## config.mk

```make
export PLATFORM = sky130hd
export DESIGN_NAME = trap_sequencer
export DESIGN_NICKNAME = d
export VERILOG_FILES = /design/src/rtl/trap_sequencer.sv
export SDC_FILE = /design/constraint.sdc
export NUM_CORES = 1
export LEC_CHECK = 0
export CAP_MARGIN = 20
export CORE_ASPECT_RATIO = 0.7
export CORE_MARGIN = 3
export CORE_UTILIZATION = 44
export CTS_CLUSTER_DIAMETER = 200
export DETAILED_ROUTE_END_ITERATION = 8
export GPL_TIMING_DRIVEN = 0
export PLACE_DENSITY = 0.89
export SLEW_MARGIN = 20
export SYNTH_ARGS = -nofsm -noshare
export SYNTH_HDL_FRONTEND = slang
export SYNTH_SLANG_ARGS = --single-unit
```

## constraint.sdc

```tcl
create_clock -name clk -period 3 [get_ports clk]
set_clock_uncertainty 0.15 [all_clocks]
set_input_delay 0.3 -clock clk [delete_from_list [all_inputs] [get_ports clk]]
set_output_delay 0.3 -clock clk [all_outputs]
set_load 0.05 [all_outputs]
```

## src/rtl/trap_sequencer.sv

```systemverilog
// trap_sequencer: runs the machine-mode trap-entry and MRET-return sequences
// over the single-port CSR file. While it is idle, pipeline CSR accesses pass
// straight through to the CSR file.
// Optional build macro: TRAP_VECTORED_EN adds vectored-mode interrupt
// dispatch. Without it, only direct mode is used and mtvec[1:0] is ignored.
module trap_sequencer #(
    parameter logic [11:0] MCAUSE_ADDR = 12'h342,
    parameter int          MIE_BIT     = 3
) (
    input  logic        clk,
    input  logic        reset,
    input  logic        trap_req,
    input  logic [31:0] trap_cause,
    input  logic [31:0] trap_pc,
    input  logic        mret_req,
    input  logic [11:0] core_csr_number,
    input  logic [1:0]  core_csr_access_type,
    input  logic [31:0] core_csr_wdata,
    output logic [31:0] core_csr_rdata,
    output logic        core_csr_ready,
    output logic [11:0] csr_number,
    output logic [1:0]  csr_access_type,
    output logic [31:0] csr_wdata,
    input  logic [31:0] csr_rdata,
    output logic        busy,
    output logic        redirect_valid,
    output logic [31:0] redirect_pc
);

    // CSR access-type encodings shared with the CSR file
    localparam logic [1:0] CSR_READ_ONLY = 2'b00;
    localparam logic [1:0] CSR_WRITE     = 2'b01;
    localparam logic [1:0] CSR_SET       = 2'b10;
    localparam logic [1:0] CSR_CLEAR     = 2'b11;

    localparam logic [11:0] MSTATUS_ADDR = 12'h300;
    localparam logic [11:0] MTVEC_ADDR   = 12'h305;
    localparam logic [11:0] MEPC_ADDR    = 12'h341;
    localparam logic [31:0] MIE_MASK     = 32'd1 << MIE_BIT;

    typedef enum logic [2:0] {
        IDLE,
        T_EPC,
        T_CAUSE,
        T_STATUS,
        T_VEC,
        R_STATUS,
        R_EPC
    } state_t;

    state_t      state_q, state_d;
    logic [31:0] cause_q, cause_d;
    logic [31:0] pc_q, pc_d;
    logic        prev_mie_q, prev_mie_d;
    logic [31:0] redirect_pc_q, redirect_pc_d;
    logic        redirect_valid_q, redirect_valid_d;
    logic [31:0] vec_base;

    // mtvec with the mode bits stripped
    assign vec_base = {csr_rdata[31:2], 2'b00};

    // State and latched-context registers
    always_ff @(posedge clk) begin
        if (reset) begin
            state_q          <= IDLE;
            cause_q          <= '0;
            pc_q             <= '0;
            prev_mie_q       <= 1'b0;
            redirect_pc_q    <= '0;
            redirect_valid_q <= 1'b0;
        end else begin
            state_q          <= state_d;
            cause_q          <= cause_d;
            pc_q             <= pc_d;
            prev_mie_q       <= prev_mie_d;
            redirect_pc_q    <= redirect_pc_d;
            redirect_valid_q <= redirect_valid_d;
        end
    end

    // Next-state logic and CSR port arbitration
    always_comb begin
        state_d          = state_q;
        cause_d          = cause_q;
        pc_d             = pc_q;
        prev_mie_d       = prev_mie_q;
        redirect_pc_d    = redirect_pc_q;
        redirect_valid_d = 1'b0;
        csr_number       = 12'h000;
        csr_access_type  = CSR_READ_ONLY;
        csr_wdata        = 32'h0;
        core_csr_ready   = 1'b0;

        case (state_q)
            IDLE: begin
                if (trap_req) begin
                    // trap wins; a simultaneous mret is dropped and the
                    // pipeline access is held off
                    cause_d = trap_cause;
                    pc_d    = trap_pc;
                    state_d = T_EPC;
                end else if (mret_req) begin
                    state_d = R_STATUS;
                end else begin
                    csr_number      = core_csr_number;
                    csr_access_type = core_csr_access_type;
                    csr_wdata       = core_csr_wdata;
                    core_csr_ready  = 1'b1;
                end
            end
            T_EPC: begin
                csr_number      = MEPC_ADDR;
                csr_access_type = CSR_WRITE;
                csr_wdata       = pc_q;
                state_d         = T_CAUSE;
            end
            T_CAUSE: begin
                csr_number      = MCAUSE_ADDR;
                csr_access_type = CSR_WRITE;
                csr_wdata       = cause_q;
                state_d         = T_STATUS;
            end
            T_STATUS: begin
                // read the old MIE while clearing it in the same access
                csr_number      = MSTATUS_ADDR;
                csr_access_type = CSR_CLEAR;
                csr_wdata       = MIE_MASK;
                prev_mie_d      = csr_rdata[MIE_BIT];
                state_d         = T_VEC;
            end
            T_VEC: begin
                csr_number       = MTVEC_ADDR;
                redirect_pc_d    = vec_base;
`ifdef TRAP_VECTORED_EN
                if (csr_rdata[1:0] == 2'b01 && cause_q[31])
                    redirect_pc_d = vec_base + {cause_q[29:0], 2'b00};
`endif
                redirect_valid_d = 1'b1;
                state_d          = IDLE;
            end
            R_STATUS: begin
                if (prev_mie_q) begin
                    csr_number      = MSTATUS_ADDR;
                    csr_access_type = CSR_SET;
                    csr_wdata       = MIE_MASK;
                end
                state_d = R_EPC;
            end
            R_EPC: begin
                csr_number       = MEPC_ADDR;
                redirect_pc_d    = csr_rdata;
                redirect_valid_d = 1'b1;
                state_d          = IDLE;
            end
            default: state_d = IDLE;
        endcase

        // reset aborts at once: the port goes quiet in the reset cycle itself
        if (reset) begin
            csr_number      = 12'h000;
            csr_access_type = CSR_READ_ONLY;
            csr_wdata       = 32'h0;
            core_csr_ready  = 1'b0;
        end
    end

    assign core_csr_rdata = csr_rdata;
    assign busy           = (state_q != IDLE);
    assign redirect_valid = redirect_valid_q;
    assign redirect_pc    = redirect_pc_q;

endmodule

```

# After elaboration in Yosys (flattened, before gate mapping)
# Index checks and enable logic that the tools add are counted.
# word_totals
regBits	101
out_inout_bits	113
inputBits	146
elab_cells	44
# classes
n_mux	24
eq_ne	7
n_reduce_logical	7
# op_table
cell	count
$pmux W32 S5	1
$mux W32	3
$pmux W12 S6	1
$pmux W32 S2	1
$mux W12	3
$pmux W3 S5	1
$mux W10	1
$eq A3 B3 Y1 const B	3
$mux W2	4
$pmux W2 S4	1
$eq A3 B2 Y1 const B	2
$mux W3	2
$reduce_or A2 Y1	3
$mux W1	5
$mux W4	1
$eq A3 B1 Y1 const B	1
$logic_not A3 Y1	1
$ne A3 B3 Y1 const B	1
$reduce_bool A3 Y1	1
$reduce_and A2 Y1	1
$reduce_bool A2 Y1	1

# Depth between registers and ports, before layout
# Gate-level depths: netlist of run 1.
# logic_depth
word_depth	4
depth_mapped	6
ltp_nobuf	3

# Worst setup path before layout of run 1
# Ideal clock, no wire load.
# synth_timing
path_type	register to output
start	reg state_q[2]
end	out csr_number[2]
t_required_ns	2.550
arrival_time_ns	2.360
path_stages_with_launch	5
slack_ns	0.190
path_cell_list	dfxtp_1 > buf_2 > buf_1 > a21oi_1 > nor4_1
# synth_via
elab_chain_len	4
# synth_rtl
element	line_no	text
from (decl)	51	state_t state_q, state_d;
from (signal assigned)	72	state_q <= state_d;
$eq A3 B1 Y1 or $eq A3 B3 Y1 (tied branches)	94	case (state_q)
$reduce_or A2 Y1 (no line)	n/a	
$pmux W12 S6 (*)	94	
$mux W12 (*)	159	if (reset) begin
to (decl)	21	output logic [11:0] csr_number,
# Mark *: on every way between the ends. The rest lies on a longest branch, timed or not.

# Final worst setup path of run 1
# layout_timing
start	in trap_req
end	out csr_number[8]
# layout_via
elab_chain_len	3
# layout_rtl
element	line_no	text
from (decl)	12	input logic trap_req,
$mux W12	96	if (trap_req) begin
$pmux W12 S6	94	
$mux W12	159	
# Every way passes these cells.

==> summary.md, run 1 <==
| Metric | Value |
|---|---|
| Status | `completed` |
| Drc violations | `0` |
| Total Routing Usage GR | `0.281` |
| Post-synth EDFFs | `0` |
| Pwr Total | `4.39 mW` |
| Worst EP arrival | `2.46 ns` |
| TritonCTS clock tree | `yes` |
| Mean Syn Cell Area | `between 7 and 8 um2` |
| Max-slew violation count | `0` |
| Post CTS Setup Buffer Count | `0` |
| Die H | `97.3 um` |
| Length of the first detailed-routing pass in iterations | `5` |
| Core region area | `11300 um2` |
| Top FF cell, synth | `dfxtp_1` |
| Crit-path max FO | `10` |
| Max_cap viols | `0` |
| CTS H-tree lvls | `3` |
| Period utilization | `0.969` |
| Antenna Nets Post-Route | `0` |
| Worst Hold Class | `reg -> reg` |
| Pwr/cell area | `approximately 530 nW/um2` |
| Tmin final | `about 2.9 ns` |
| Logic pwr share | `0.365` |
| Worst-Margin Slew | `between 0.5 and 0.6 ns` |
| Hold Violations, Final | `0` |
| Required time of the critical path | `2.55 ns` |
| Vias/cell | `5.28` |
| Number of global-route vias before repair | `5723` |
| Post-synthesis sequential area ratio | `0.385` |
| First-pass GRT wire length | `29.6 mm` |
| GP Congestion | `0.847` |
| Flop pwr share | `0.348` |
| Relative slew slack | `0.603` |
| Endpoints failing setup | `0` |
| Routed wire length per instance | `roughly 17 um` |
| Synth cell types | `32` |
| Nets | `approximately 1100` |
| CTS sink count | `101` |
| R2R Setup Slk | `roughly 1.3 ns` |
| Leakage | `3.13 nW` |
| Mapped Area | `5250 um2` |
| Fmax | `344 MHz` |
| Crit end category | `output port` |
| Asr flop ratio synth | `0` |
| Cells after Synth | `706` |
| Post-Place Cells | `1116` |
| Later-pin clock latency in the skew report | `approximately 0.34 ns` |
| Worst setup SP type | `input port` |
| Initial antenna violation count | `1` |
| Clock buffer depth | `2` |
| Worst setup margin | `0.0936 ns` |
| Starting Density | `0.463` |
| Layout cells sized above 1 | `0.100` |
| CTS Buf Count | `9` |
| Global route total overflow | `0` |
| Die W | `136 um` |
| P_sw | `~1.6 mW` |
| Hold WS | `between 0.3 and 0.4 ns` |
| Area delta synth->final | `58.3%` |
| I/O pin count | `259` |
| Yosys warns | `0` |
| Initial DRC count | `425` |
| Crit path kind | `in -> out` |
| Setup tns final | `0 ns` |
| FP Rows | `32` |
| Post-DP HPWL | `14.9 mm` |
| Setup WS pre-CTS | `-0.498 ns` |
| Die area | `13300 um2` |
| Clock Power Share | `0.288` |
| Cell Count, Final, Fillers Out | `approximately 1100` |
| IO Port Bufs | `257` |
| # diodes | `0` |
| Final wirelength | `between 15 and 20 mm` |
| Via count | `around 6000` |
| Clock slew seen by the registers of the worst setup and hold paths | `approximately 0.060 ns` |
| Synth Register Bits | `around 100` |
| CTS Root Cell | `clkbuf_16` |
| Switching share of power | `0.357` |
| Peak VDD IR | `367 uV` |
| Int Power | `around 2.8 mW` |
| Largest net degree at the start of global routing | `17` |
| Syn Nets | `852` |
==> metrics by stage <==
step           area, um2   util
2_1_floorplan       5250      -
3_3_place_gp        8010  0.707
3_5_place_dp        8010  0.707
4_1_cts             8300  0.732
5_1_grt             8300  0.733
6_report            8300  0.733
==> cell families (layout without fill, tap and decap cells) <==
kind of cell,count (synthesis),in the layout,share of synthesized area
multiplexers,1,1,0.00191
flip-flops,101,101,0.385
AO/OA/AOI/OAI,181,181,0.192
buffers and inverters,103,376,0.121
AND/OR/NAND/NOR,320,320,0.300
==> synthesized netlist by cell type, drive strengths merged (2+ instances only) <==
master  count  area [um2]
or3b        2        17.5
nor3        2        10.0
nand2b      3        18.8
inv         2        7.51
a21oi     140         701
nand3      38         190
nor2b       2        12.5
nand2     191         717
o21a        2        15.0
nand3b     64         480
a31o        2        17.5
a21o       33         248
buf        67         500
dfxtp     101        2020
nor4        2        27.5
and2        6        37.5
o21ai       2        10.0
nor2        5        18.8
clkbuf     34         128
==> power groups by stage <==
stage                     clock (mW)  combinational, mW  sequential (mW)
after floorplan                    0              0.908             1.64
after global placement             0               1.59             1.55
after detailed placement           0               1.61             1.55
after CTS                       1.27               1.59             1.52
after global routing            1.32               1.70             1.54
final                           1.26               1.60             1.53
==> cells in the final DEF (no fill, tap or decap), drive strengths merged, types with 2 or more instances in the layout <==
master         count
clkdlybuf4s50    210
nand2            191
a21oi            140
dfxtp            101
buf               65
nand3b            64
clkbuf            51
nand3             38
a21o              33
dlygate4sd2       29
clkdlybuf4s15     11
and2               6
nor2               5
nand2b             3
dlymetal6s2s       3
nor3               2
inv                2
a31o               2
or3b               2
o21a               2
o21ai              2
nor2b              2
bufinv             2
clkinv             2
nor4               2
==> flip-flops by register name, summed over array words and instances (netlist names) <==
| name | count |
|---|---|
| cause_q | 32 |
| pc_q | 32 |
| prev_mie_q | 1 |
| redirect_pc | 32 |
| redirect_valid | 1 |
| state_q | 3 |
==> worst paths after layout <==
path | startpoint | end | depth (start not counted)
min reg2reg | redirect_pc[22]$_SDFFE_PP0P_ | redirect_pc[22]$_SDFFE_PP0P_ | 2
max | trap_req | csr_number[8] | 7
max reg2reg | state_q[2]$_SDFFE_PP0P_ | redirect_pc[12]$_SDFFE_PP0P_ | 5
min | redirect_pc[22]$_SDFFE_PP0P_ | redirect_pc[22]$_SDFFE_PP0P_ | 2
==> critical path, cell delays in order <==
cell	delay, ns
clkdlybuf4s50_1	0.59
nor2_4	0.25
buf_2	0.30
clkbuf_4	0.29
nand3_1	0.14
a21oi_1	0.17
clkdlybuf4s15_2	0.39
==> timing repair <==
item,4_1_cts,5_1_grt
endpoints found under the setup margin,44,22
gates resized for setup,64,16
hold buffers,0,0
==> routing by layer <==
layer / track usage / share of wire
met1: 0.366 / 0.42
met2: 0.463 / 0.47
met3: 0.0802 / 0.10
met4: 0.0620 / 0.013
met5: 0 / 0.00057
==> cell type report <==
class / count / area [um2]
fill: 952 / 3030
multi-input combinational: 502 / 2590
timing repair buffer: 257 / 2530
sequential: 101 / 2020
buffer: 101 / 633
clock buffer: 11 / 233
tap: 153 / 191
clock inverter: 5 / 85.1
inverter: 2 / 7.51
No activity file was read; power rests on OpenSTA's default activity.
==> run 2, diff against run 1 <==
--- a/config.mk
+++ b/config.mk
@@ -9,6 +9,7 @@
 export CORE_ASPECT_RATIO = 0.7
 export CORE_MARGIN = 3
 export CORE_UTILIZATION = 44
+export CTS_BUF_LIST = sky130_fd_sc_hd__clkbuf_16
 export CTS_CLUSTER_DIAMETER = 200
 export DETAILED_ROUTE_END_ITERATION = 8
 export GPL_TIMING_DRIVEN = 0
==> run 2 against run 1 <==
Effect of this change:
- first-iteration DRC count is 0.94% higher
- sequential cell count stayed put
- cell count stayed put
- combinational power hardly changed
- critical path depth stayed put
- clock power hardly changed
- sequential power hardly changed
- power is 0.14% lower
- critical path type is now reg -> out
- largest power group unchanged
==> summary.md, run 2 (synthesis gave the netlist of run 1 again) <==
| Metric | Value |
|---|---|
| Status | `completed (unchanged)` |
| Crit-path max FO | `10 (unchanged)` |
| Starting Density | `0.463 (unchanged)` |
| First-pass GRT wire length | `29.6 mm (unchanged)` |
| Post-Place Cells | `1116 (unchanged)` |
| Commonest non-fill, non-tap cell in the layout | `clkdlybuf4s50_1 (unchanged)` |
| Worst-Margin Slew | `0.599 ns (was 0.596 ns)` |
| FP Rows | `32 (unchanged)` |
| FF-to-FF Start | `state_q[2]$_SDFFE_PP0P_ (unchanged)` |
| Antenna Nets Post-Route | `0 (unchanged)` |
| Clock buffer depth | `2 (unchanged)` |
| GRT met1 Usage | `0.366 (unchanged)` |
| TritonCTS clock tree | `yes (unchanged)` |
| Most frequent cells in the layout | `clkdlybuf4s50_1, nand2_1, a21oi_1 (unchanged)` |
| Number of global-route vias before repair | `5723 (unchanged)` |
| Die area | `13300 um2 (unchanged)` |
| CTS Root Cell | `clkbuf_16 (unchanged)` |
| Tmin final | `2.91 ns (about the same)` |
| Area delta synth->final | `58.3% (unchanged)` |
| Routed wire length per instance | `17.1 um (about the same)` |
| Critical path's slowest cell | `clkdlybuf4s15_1 (was clkdlybuf4s50_1)` |
| Initial antenna violation count | `1 (unchanged)` |
| Initial DRC count | `429 (was 425)` |
| Global route total overflow | `0 (unchanged)` |
| Worst path max stage delay | `0.53 ns (was 0.59 ns)` |
| Hold WS | `0.303 ns (unchanged)` |
| Endpoints failing setup | `0 (unchanged)` |
| Peak VDD IR | `365 uV (was 367 uV)` |
| # diodes | `0 (unchanged)` |
| Pwr/cell area | `528 nW/um2 (about the same)` |
| Largest net degree at the start of global routing | `17 (unchanged)` |
| CTS H-tree lvls | `3 (unchanged)` |
| Hold Startpoint | `redirect_pc[22]$_SDFFE_PP0P_ (unchanged)` |
| Crit path kind | `reg -> out (was in -> out)` |
| Worst EP arrival | `2.46 ns (about the same)` |
| Crit end category | `output port (unchanged)` |
| Design area | `8300 um2 (unchanged)` |
| Final wirelength | `19.3 mm (about the same)` |
| Post-DP HPWL | `14.9 mm (unchanged)` |
| CTS sink count | `101 (unchanged)` |
| Clock slew seen by the registers of the worst setup and hold paths | `0.06 ns (about the same)` |
| I/O pin count | `259 (unchanged)` |
| Filler cell count | `952 (unchanged)` |
| Met3 Resource Use GR | `0.0802 (unchanged)` |
| Via count | `5956 (was 5975)` |
| Layout cells sized above 1 | `0.100 (unchanged)` |
| M2 GR Usage | `0.463 (unchanged)` |
| Die H | `97.3 um (unchanged)` |
| GP Congestion | `0.847 (unchanged)` |
| Post-DP Area | `8010 um2 (unchanged)` |
| Hold Violations, Final | `0 (unchanged)` |
| Fmax | `344 MHz (about the same)` |
| Core region area | `11300 um2 (unchanged)` |
| Leakage | `3.14 nW (was 3.13 nW)` |
| Worst Hold Class | `reg -> reg (unchanged)` |
| IO Port Bufs | `257 (unchanged)` |
| Cell Count, Final, Fillers Out | `1132 (unchanged)` |
| Nets | `1120 (unchanged)` |
| Drc violations | `0 (unchanged)` |
| Max_cap viols | `0 (unchanged)` |
| Total Routing Usage GR | `0.281 (unchanged)` |
| Length of the first detailed-routing pass in iterations | `6 (was 5)` |
| Worst setup SP type | `flop (was input port)` |
| Relative slew slack | `0.601 (was 0.603)` |
| Multi-input gate area | `2590 um2 (unchanged)` |
| Cell breakdown of the critical path | `buf_6 > nor3_1 > clkbuf_4 > buf_2 > nand3_1 > a21oi_1 > clkdlybuf4s15_1 (was clkdlybuf4s50_1 > nor2_4 > buf_2 > clkbuf_4 > nand3_1 > a21oi_1 > clkdlybuf4s15_2)` |
| Global routing's busiest layer | `met2 (unchanged)` |
| FF+latch area | `2020 um2 (unchanged)` |
| CTS Buf Count | `9 (unchanged)` |
| Period utilization | `0.969 (about the same)` |
| Required time of the critical path | `2.55 ns (about the same)` |
| CP startpoint | `state_q[0]$_SDFFE_PP0P_ (was trap_req)` |
| Later-pin clock latency in the skew report | `0.34 ns (about the same)` |
| Vias/cell | `5.26 (was 5.28)` |
| Die W | `136 um (unchanged)` |
| # hold bufs at CTS | `0 (unchanged)` |
| Max-slew violation count | `0 (unchanged)` |
==> run 2: final cells by class <==
cell class | count | area share
clock buffers | 9 | 0.0271
repair buffers | 257 | 0.305
well taps | 153 | 0.0231
inverters | 2 | 0.000904
multi-input cells | 502 | 0.313
clock inverters | 7 | 0.0112
flip-flops and latches | 101 | 0.244
plain buffers | 101 | 0.0763
==> run 2: layer usage <==
| layer | up-vias | share of wire |
|---|---|---|
| li1 | 2877 | - |
| met1 | 2781 | 0.42 |
| met2 | 274 | 0.47 |
| met3 | 22 | 0.10 |
| met4 | 2 | 0.013 |
| met5 | - | 0.00057 |
==> run 2: per-stage QoR <==
stage          setup TNS [ns]  setup slack, ns  total power, mW  utilization
5_1_grt             -0.000512        -0.000512             4.56        0.733
6_report                    0           0.0939             4.38        0.733
2_1_floorplan               0            0.190             2.55            -
3_5_place_dp            -9.20           -0.498             3.16        0.707
4_1_cts               -0.0884          -0.0884             4.38        0.732
3_3_place_gp            -9.47           -0.507             3.14        0.707
==> run 2: worst paths after layout <==
path,endpoint,slack (ns),cells after the start
max,csr_wdata[26],0.09,7
min,redirect_pc[22]$_SDFFE_PP0P_,0.30,2
max reg2reg,redirect_pc[12]$_SDFFE_PP0P_,1.28,5
min reg2reg,redirect_pc[22]$_SDFFE_PP0P_,0.30,2
==> run 2: repair_timing <==
item	CTS	global route
setup buffers	0	0
setup endpoints to repair	44	22
resized for setup	64	16
gates cloned	0	0
endpoints found under the hold margin	0	0
==> run 2: power breakdown <==
part	switching, mW	internal, mW	leakage, nW
sequential	0.0650	1.46	0.824
clock	0.525	0.729	0.158
combinational	0.978	0.622	2.16
==> run 2: worst max-delay path, delay by kind of cell, from the launching register on <==
| family | cells | cell delay, ns |
|---|---|---|
| AND/OR/NAND/NOR | 2 | 0.40 |
| buffers and inverters | 4 | 1.22 |
| flip-flops | 1 | 0.31 |
| AO/OA/AOI/OAI | 1 | 0.19 |
